--- config.mk ---
export PLATFORM = sky130hd
export DESIGN_NAME = instr_fetch_flat
export DESIGN_NICKNAME = d
export VERILOG_FILES = /design/src/rtl/instr_fetch_pkg.sv /design/src/rtl/instr_fetch_if.sv /design/src/rtl/instr_fetch_ifq_fifo.sv /design/src/rtl/instr_fetch.sv /design/src/flat_wrapper.sv
export SDC_FILE = /design/constraint.sdc
export NUM_CORES = 1
export LEC_CHECK = 0
export BUFFER_PORTS_ARGS = -buffer_cell sky130_fd_sc_hd__buf_4
export CAP_MARGIN = 0
export CORE_ASPECT_RATIO = 0.9
export CORE_UTILIZATION = 45
export CTS_CLUSTER_SIZE = 12
export DETAILED_ROUTE_END_ITERATION = 6
export GPL_ROUTABILITY_DRIVEN = 0
export PLACE_DENSITY = 0.63
export RECOVER_POWER = 50
export SKIP_LAST_GASP = 1
export SYNTH_ARGS = -nofsm -noshare
export SYNTH_HDL_FRONTEND = slang
export SYNTH_SLANG_ARGS = --single-unit
--- constraint.sdc ---
create_clock -name clk -period 5.2 [get_ports clk]
set_input_delay 0.26 -clock clk [delete_from_list [all_inputs] [get_ports clk]]
set_output_delay 0.26 -clock clk [all_outputs]
set_load 0.005 [all_outputs]
--- src/rtl/instr_fetch_pkg.sv ---
// Shared types for the instruction fetch slice: word/address types and the
// prefetch queue entry, which tags each fetched word with its own address.
package instr_fetch_pkg;

  localparam int IFQ_DEPTH = 4;

  typedef logic [15:0] iword_t;
  typedef logic [15:0] iaddr_t;

  typedef struct packed {
    iaddr_t pc;
    iword_t ins;
  } ifq_entry_t;

endpackage

--- src/rtl/instr_fetch_if.sv ---
// Fetch-unit bus bundle: imem read port plus the il/ins load interface toward ir.
// The fetch unit is the master (producer) side.
interface instr_fetch_if
  import instr_fetch_pkg::*;
#(
  parameter int DATA_W = $bits(iword_t),
  parameter int ADDR_W = $bits(iaddr_t)
);

  logic              imem_req_out;
  logic [ADDR_W-1:0] imem_addr_out;
  logic [DATA_W-1:0] imem_data_in;
  logic              il_out;
  logic [DATA_W-1:0] ins_out;
  logic [ADDR_W-1:0] pc_out;
  logic              ir_ready_in;
  logic              jump_in;
  logic [ADDR_W-1:0] jump_addr_in;

  modport master (
    output imem_req_out, imem_addr_out, il_out, ins_out, pc_out,
    input  imem_data_in, ir_ready_in, jump_in, jump_addr_in
  );

  modport slave (
    input  imem_req_out, imem_addr_out, il_out, ins_out, pc_out,
    output imem_data_in, ir_ready_in, jump_in, jump_addr_in
  );

endinterface

--- src/rtl/instr_fetch_ifq_fifo.sv ---
// Prefetch queue: synchronous FIFO of {pc, ins} entries with flush and occupancy count.
// The head entry is read straight from storage, so it is valid whenever count != 0.
module ifq_fifo
  import instr_fetch_pkg::*;
#(
  parameter int W     = $bits(ifq_entry_t),
  parameter int DEPTH = IFQ_DEPTH
) (
  input  logic                       clk,
  input  logic                       rst,
  input  logic                       push,
  input  logic [W-1:0]               din,
  input  logic                       pop,
  input  logic                       flush,
  output logic [W-1:0]               head,
  output logic [$clog2(DEPTH):0]     count
);

  localparam int PW = $clog2(DEPTH);
  localparam int CW = PW + 1;

  logic [W-1:0]  mem [DEPTH];
  logic [PW-1:0] rd_ptr, wr_ptr;
  logic          pop_ok, push_ok;

  // Guards keep the queue sane even if a caller misbehaves at the edges.
  always_comb begin
    pop_ok  = pop && (count != '0);
    push_ok = push && ((count != CW'(DEPTH)) || pop_ok);
  end

  always_ff @(posedge clk) begin
    if (rst || flush) begin
      rd_ptr <= '0;
      wr_ptr <= '0;
      count  <= '0;
    end else begin
      if (push_ok) wr_ptr <= wr_ptr + PW'(1);
      if (pop_ok)  rd_ptr <= rd_ptr + PW'(1);
      count <= count + CW'(push_ok) - CW'(pop_ok);
    end
  end

  always_ff @(posedge clk) begin
    if (push_ok) mem[wr_ptr] <= din;
  end

  assign head = mem[rd_ptr];

endmodule

--- src/rtl/instr_fetch.sv ---
// Instruction fetch unit: owns the PC, issues one-cycle-latency reads to imem,
// queues returned words and presents the queue head to ir over il/ins.
module instr_fetch
  import instr_fetch_pkg::*;
#(
  parameter int DATA_W = $bits(iword_t),
  parameter int ADDR_W = $bits(iaddr_t),
  parameter int DEPTH  = IFQ_DEPTH
) (
  input  logic               clk,
  input  logic               rst,
  instr_fetch_if.master      bus
);

  localparam int CW = $clog2(DEPTH) + 1;
  localparam int KW = CW + 1;
  localparam int EW = ADDR_W + DATA_W;

  logic [ADDR_W-1:0] pc_p0;
  logic [ADDR_W-1:0] pc_p1;
  logic              vld_p1;
  logic [CW-1:0]     count;
  logic [EW-1:0]     head;
  logic [EW-1:0]     hold;
  logic              show, pop, push, req;
  logic [KW-1:0]     credit;

  // A pop frees its slot in the same cycle, so it counts against occupancy immediately.
  always_comb begin
    show   = (count != '0) && !bus.jump_in;
    pop    = show && bus.ir_ready_in;
    push   = vld_p1 && !bus.jump_in;
    credit = KW'(count) + KW'(vld_p1) - KW'(pop);
    req    = !rst && !bus.jump_in && (credit < KW'(DEPTH));
  end

  // p0: fetch request
  always_ff @(posedge clk) begin
    if (rst) begin
      pc_p0  <= '0;
      vld_p1 <= 1'b0;
      hold   <= '0;
    end else begin
      vld_p1 <= req;
      if (bus.jump_in)  pc_p0 <= bus.jump_addr_in;
      else if (req)     pc_p0 <= pc_p0 + ADDR_W'(1);
      if (show)         hold  <= head;
    end
  end

  // p1: return word arrives and is tagged with the address that fetched it
  always_ff @(posedge clk) begin
    if (req) pc_p1 <= pc_p0;
  end

  ifq_fifo #(
    .W     (EW),
    .DEPTH (DEPTH)
  ) u_ifq (
    .clk   (clk),
    .rst   (rst),
    .push  (push),
    .din   ({pc_p1, bus.imem_data_in}),
    .pop   (pop),
    .flush (bus.jump_in),
    .head  (head),
    .count (count)
  );

  assign bus.imem_req_out  = req;
  assign bus.imem_addr_out = pc_p0;
  assign bus.il_out        = show;
  // Outside a valid load the last presented pair is held, keeping pc/ins consistent.
  assign {bus.pc_out, bus.ins_out} = show ? head : hold;

endmodule
--- src/flat_wrapper.sv ---
// flat-port wrapper written by rule: the top's interface ports become plain ports
module instr_fetch_flat import instr_fetch_pkg::*;
#(
  parameter int DATA_W = $bits(iword_t),
  parameter int ADDR_W = $bits(iaddr_t),
  parameter int DEPTH  = IFQ_DEPTH
)
  (clk, rst, bus_imem_req_out, bus_imem_addr_out, bus_il_out, bus_ins_out, bus_pc_out, bus_imem_data_in, bus_ir_ready_in, bus_jump_in, bus_jump_addr_in);
  instr_fetch_if #(.DATA_W(DATA_W), .ADDR_W(ADDR_W)) bus_i ();
  input  logic clk;
  input  logic rst;
  output wire logic [$bits(bus_i.imem_req_out)-1:0] bus_imem_req_out;
  output wire logic [$bits(bus_i.imem_addr_out)-1:0] bus_imem_addr_out;
  output wire logic [$bits(bus_i.il_out)-1:0] bus_il_out;
  output wire logic [$bits(bus_i.ins_out)-1:0] bus_ins_out;
  output wire logic [$bits(bus_i.pc_out)-1:0] bus_pc_out;
  input wire logic [$bits(bus_i.imem_data_in)-1:0] bus_imem_data_in;
  input wire logic [$bits(bus_i.ir_ready_in)-1:0] bus_ir_ready_in;
  input wire logic [$bits(bus_i.jump_in)-1:0] bus_jump_in;
  input wire logic [$bits(bus_i.jump_addr_in)-1:0] bus_jump_addr_in;
  assign bus_imem_req_out = bus_i.imem_req_out;
  assign bus_imem_addr_out = bus_i.imem_addr_out;
  assign bus_il_out = bus_i.il_out;
  assign bus_ins_out = bus_i.ins_out;
  assign bus_pc_out = bus_i.pc_out;
  assign bus_i.imem_data_in = bus_imem_data_in;
  assign bus_i.ir_ready_in = bus_ir_ready_in;
  assign bus_i.jump_in = bus_jump_in;
  assign bus_i.jump_addr_in = bus_jump_addr_in;
  instr_fetch #(.DATA_W(DATA_W), .ADDR_W(ADDR_W), .DEPTH(DEPTH)) u_core (.clk(clk), .rst(rst), .bus(bus_i));
endmodule
# Word level (Yosys, flattened, before mapping)

Memories as Yosys holds them, arrays and structs flattened. A register that Yosys moved wholly into a read port is not among the register bits.
Index checks and enable logic that the tools add are counted.

Bits in registers: 72
Latch bits: 0
RAM bits: 128
Memory bits (read-only): 0
Input bits: 36
Memories kept: 1

Add/subtract/negate cells: 7
Multipliers: 0
Div/mod/pow operators: 0
Magnitude comparators: 1
Eq/ne operators: 1
Shift operators: 0
Muxes and demuxes: 7
Bitwise operators: 0
Reductions and logical operators: 13

Memory list:

| memory           | depth | width | rd ports | clocked after Yosys merged registers in | wr ports | line                       | source |
|---|---|---|---|---|---|---|---|
| u_core.u_ifq.mem | 4     | 32    | 1        | 1                                       | 1        | instr_fetch_ifq_fifo.sv:22 | `logic [W-1:0] mem [DEPTH];` |

Operator list:

| cell                                                                 | count |
|---|---|
| 16-bit 2-to-1 mux                                                    | 2 |
| 32-bit 2-to-1 mux                                                    | 1 |
| 16-bit by 1-bit adder with 16-bit output, second input constant      | 1 |
| 1-bit logical AND                                                    | 7 |
| 2-bit by 1-bit adder with 2-bit output, second input constant        | 2 |
| 3-bit by 1-bit adder with 4-bit output                               | 1 |
| 4-bit by 3-bit < comparator with 1-bit output, second input constant | 1 |
| 2-bit 2-to-1 mux                                                     | 2 |
| 4-bit by 1-bit subtractor with 4-bit output                          | 1 |
| 3-bit by 1-bit adder with 3-bit output                               | 1 |
| 3-bit != test, second input constant                                 | 1 |
| 3-bit nonzero test                                                   | 1 |
| 3-bit by 1-bit subtractor with 3-bit output                          | 1 |
| 1-bit logical NOT                                                    | 2 |
| 1-bit logical OR                                                     | 2 |
| 1-bit 2-to-1 mux                                                     | 2 |
| 2-bit nonzero test                                                   | 1 |

# Longest topological paths before layout

Word-level depth: 8
Mapped depth: 14

# Hierarchy

Synthesis repeated with hierarchy kept, for this count alone.

Cell total of the unflattened synthesis: 517
Area, all modules: 8145.3 µm²

By module, submodules not included:

| module      | instances | cells each | area an instance (µm²) | seq. area each (µm²) |
|---|---|---|---|---|
| ifq_fifo    | 1         | 213        | 5064.9                 | 4023.9 |
| instr_fetch | 1         | 304        | 3080.5                 | 1461.4 |

# Least setup slack after synthesis

OpenSTA, ideal clock, no wires.

Path kind: input port to flip-flop
Start point: in bus_jump_in
End point: reg u_core.pc_p1[0] (enable)
Data arrival time: 3.464 ns
Required time: 4.802 ns
Slack: 1.338 ns
Stages: 12
Buffers on the path: 4
Path through: clkbuf_1 nor2_1 buf_2 and2_1 ha_1 inv_1 ha_1 and3b_1 or4_4 buf_6 buf_6 a21oi_1

Word-level cells in the longest chain between the ends: 6
Elaborated cells on any way between the ends: 7

Ends and longest elaborated chain:

| what                                          | line               | source |
|---|---|---|
| from (decl)                                   | flat_wrapper.sv:19 | `input wire logic [$bits(bus_i.jump_in)-1:0] bus_jump_in;` |
| 1-bit logical NOT                             | instr_fetch.sv:30  | `show = (count != '0) && !bus.jump_in;` |
| 1-bit logical AND                             | instr_fetch.sv:30  |  |
| named net bus_il_out                          | flat_wrapper.sv:14 | `output wire logic [$bits(bus_i.il_out)-1:0] bus_il_out;` |
| 1-bit logical AND                             | instr_fetch.sv:31  | `pop = show && bus.ir_ready_in;` |
| 4-bit by 1-bit subtractor with 4-bit output   | instr_fetch.sv:33  | `credit = KW'(count) + KW'(vld_p1) - KW'(pop);` |
| 4-bit by 3-bit < comparator with 1-bit output | instr_fetch.sv:34  | `req = !rst && !bus.jump_in && (credit < KW'(DEPTH));` |
| 1-bit logical AND                             | instr_fetch.sv:34  |  |
| named net bus_imem_req_out                    | flat_wrapper.sv:12 | `output wire logic [$bits(bus_i.imem_req_out)-1:0] bus_imem_req_out;` |
| to (signal assigned)                          | instr_fetch.sv:53  | `if (req) pc_p1 <= pc_p0;` |
| to (decl)                                     | instr_fetch.sv:20  | `logic [ADDR_W-1:0] pc_p1;` |

The timed path passes the listed nets, and every way through them passes these cells.
A chain may end at the register's enable or synchronous reset.

# Worst setup path in the final report

Start point: reg u_core.u_ifq.count[0]
End point: out bus_imem_req_out

Word-level cells in the longest chain between the ends: 6
Elaborated cells on any way between the ends: 7

Ends and longest elaborated chain:

| what                                                                           | line                       | source |
|---|---|---|
| from (decl)                                                                    | instr_fetch_ifq_fifo.sv:16 | `output logic [$clog2(DEPTH):0] count` |
| from (signal assigned)                                                         | instr_fetch_ifq_fifo.sv:40 | `count <= count + CW'(push_ok) - CW'(pop_ok);` |
| branches (longest 3 deep; another with 3-bit by 1-bit adder with 4-bit output) | n/a                        |  |
| 4-bit by 1-bit subtractor with 4-bit output *                                  | instr_fetch.sv:33          |  |
| 4-bit by 3-bit < comparator with 1-bit output *                                | instr_fetch.sv:34          |  |
| 1-bit logical AND *                                                            | instr_fetch.sv:34          |  |
| to (decl)                                                                      | flat_wrapper.sv:12         |  |

Mark *: on every way between the ends.

==> impl_metrics.yaml <==
synthesis:
  yosysTopAreaCellShare_pct: 54.74
  postSynthCellCount: 471
  yosysUniqueCellTypes: 38
  yosys.area.top_type: "edfxtp_1"
  synth_area_sq_um: 7899
  synth_seq_cells: 202
  ys_top_cells_by_area: "edfxtp_1 (55%), dfxtp_1 (15%), mux4_2 (9.1%)"
  syn-mean-instance-area_sq_um: 16.77
  ys.warnings.count: 0
  yosysSeqAreaShare_pct: 69.44
  synth_nets: 518
floorplanning:
  die-area_sq_um: 18090
  core_sq_um: 17000
  core.rowCount: 45
  die-height_um: 127.7
  ios: 86
  start_util_pct: 46.45
  die_w_um: 141.7
route:
  drc: 0
  wl_um: 14880
  vias: 4209
  vias_per_cell: 5.108
  drt_pass1_iterations: 4
  detail_route.wl_per_cell_um: 18.06
  ant_nets: 0
  drt-initial-drc-count: 202
worst_setup_path:
  worstPathMaxFanout: 17
  startpoint_type: "register"
  end_kind: "output pin"
  startpoint: "u_core.u_ifq.count[0]$_SDFF_PN0_"
  worst_path_largest_cell_delay_ns: 0.90
  cp_data_arrival_time_ns: 3.82
  critPathMostFrequentCell: "ha_1"
  crit_required_ns: 4.94
  critPathKind: "reg -> out"
  cp_cell_sequence: "nor3_1 > nor2_4 > and2_1 > ha_1 > inv_1 > ha_1 > and3b_1 > or4_4 > a21oi_2 > buf_4"
  cp_slowest_cell: "a21oi_2"
  reg2reg_from: "u_core.u_ifq.count[0]$_SDFF_PN0_"
sta:
  slew-limit-headroom_pct: -61.71
  max_freq_ghz: 0.2454
  setup_viol: 0
  whs_ns: 0.04015
  finalCritPeriodShare_pct: 78.37
  timing.setup.tns_ns: 0
  fin_crit_ns: 4.075
  clock_skew_ns: 0.01422
  tightest_slew_ns: 2.426
  rsz0062_at_grt: "false"
  final_max_slew_viol_count: 36
  finalHoldViolations: 0
power:
  power_frac_seq_pct: 52.1
  p_int_mw: 2.738
  leakage_nw: 3.457
  p_per_area_nw_per_um2: 359.6
  vdd_drop_max_mv: 0.2122
  power_frac_clock_pct: 43.6
  combPwrFrac_pct: 4.3
  switching_share_pct: 20.14
  switching_power_mw: 0.6906
cts:
  cts_tree: "done"
  numCtsBuffers: 22
  clkTransAtPathRegs_ns: 0.06
  cts_resized: 0
  cts_setup_buffers: 0
  root_buffer: "clkbuf_16"
  clock_path_buffers: 3
  cts.sinks: 202
  clk_latency_ns: 0.50
  h-tree-depth: 1
grt:
  grt_start_max_net_pins: 50
  globalRouteTotalUtil_pct: 17.18
  grt_overflow_total: 0
  grt_antenna_before_repair: 0
  grt_pass1_wl_um: 23430
  grt_pass1_vias: 4325
final_layout:
  layout.cells.most_common: "edfxtp_1"
  fin_area_sq_um: 9534
  utilization_pct: 56.07
  antennaDiodeCount: 0
  layout.cells.non_filler: 824
  area_growth_pct: 20.70
  fill_cells: 1373
  fin_nets: 620
  layout_common_cells: "edfxtp_1 (144), dfxtp_1 (56), buf_4 (53)"
  drive_gt1_share_pct: 26.99
flow_run:
  max_cap_violations: 1
hold_path:
  hp-start: "bus_jump_addr_in[0]"
  hold_class: "in -> reg"
placed_design:
  dp_hpwl_um: 8557
  dp.cells: 768
  port_buffers: 85
  place_area_sq_um: 8748
status:
  violations: "max-capacitance violations, max-slew violations"
  status: "complete, but fails checks"
==> sequential cells by signal (all words and copies together) (netlist names), named ones only <==
name	cells
u_core.u_ifq.mem	128
u_core.u_ifq.wr_ptr	2
u_core.u_ifq.count	3
u_core.pc_p1	16
u_core.vld_p1	1
u_core.u_ifq.rd_ptr	2
u_core.hold	32
u_core.bus.imem_addr_out	16
==> per-layer routing <==
metal / global-route usage (%) / vias up / wire (um)
met1: 23.94 / 2107 / 7013
li1: - / 1972 / -
met2: 27.44 / 107 / 6885
met3: 3.549 / 23 / 735
met5: 0 / - / 0
met4: 4.934 / 0 / 245
==> path summary, 6_finish.rpt <==
kind	endpoint	slack, ns	cells after the start
setup / recovery	bus_imem_req_out	1.12	10
hold / removal	u_core.bus.imem_addr_out[0]$_SDFFE_PP0P_	0.04	3
setup reg to reg	u_core.u_ifq.count[2]$_SDFF_PN0_	1.41	10
hold reg to reg	u_core.u_ifq.mem[3][27]$_DFFE_PP_	0.50	0
==> logic make-up after synthesis <==
kind of cell	Yosys count	synth area share [%]
mux	65	13.81
simple gates	79	5.877
compound gates	45	4.325
buf+inv	51	2.709
fa+ha+maj	11	1.837
xor+xnor	18	1.996
flops	202	69.44
==> synthesized netlist by cell type (all sizes together) <==
library cell / number
edfxtp: 144
dfxtp: 58
nor2b: 34
mux2: 32
mux4: 32
inv: 26
a21oi: 20
clkbuf: 15
xor2: 13
o21a: 12
buf: 10
ha: 10
nor2: 9
nand3: 8
a211oi: 7
and2: 7
nand2: 5
xnor2: 5
a2111oi: 3
and3: 3
and4: 3
nor3: 3
nand4: 2
a311oi: 1
and3b: 1
and4b: 1
fa: 1
mux2i: 1
nor4: 1
o211ai: 1
o22ai: 1
or2: 1
or4: 1
==> power by group through the flow <==
stage,combinational (mW),sequential (mW),clock [mW]
finish,0.147,1.79,1.50
global placement,0.144,1.82,0
detailed placement,0.147,1.82,0
floorplan,0.0748,1.81,0
global route,0.162,1.79,1.60
CTS,0.158,1.79,1.53
==> stage by stage <==
stage                     setup WS (ns)  power, mW
after global routing             0.9193      3.547
after floorplan                   1.338      1.885
after detailed placement          1.675      1.967
after global placement            1.821      1.961
after CTS                         1.138      3.474
final                             1.125      3.429
==> layout make-up <==
type	instances	area (sq um)	share of cell area, %
Clock inverter	5	50.05	0.5249
Sequential cell	202	5488	57.56
Multi-Input combinational cell	218	2216	23.24
Inverter	26	97.59	1.024
Tap cell	235	294.0	3.084
Timing Repair Buffer	103	738.2	7.743
Clock buffer	35	650.6	6.824
==> critical path: cells and delay by family (launching register included) <==
kind            cells  cell delay, ns
buf+inv             2            0.31
compound gates      1            0.90
simple gates        5            1.40
flops               1            0.33
fa+ha+maj           2            0.39
==> repair_timing <==
item,CTS,global route
endpoints found under the hold margin,64,0
endpoints found under the setup margin,0,0
hold buffers,16,0
Note: power is estimated with default switching activity, not from simulation.
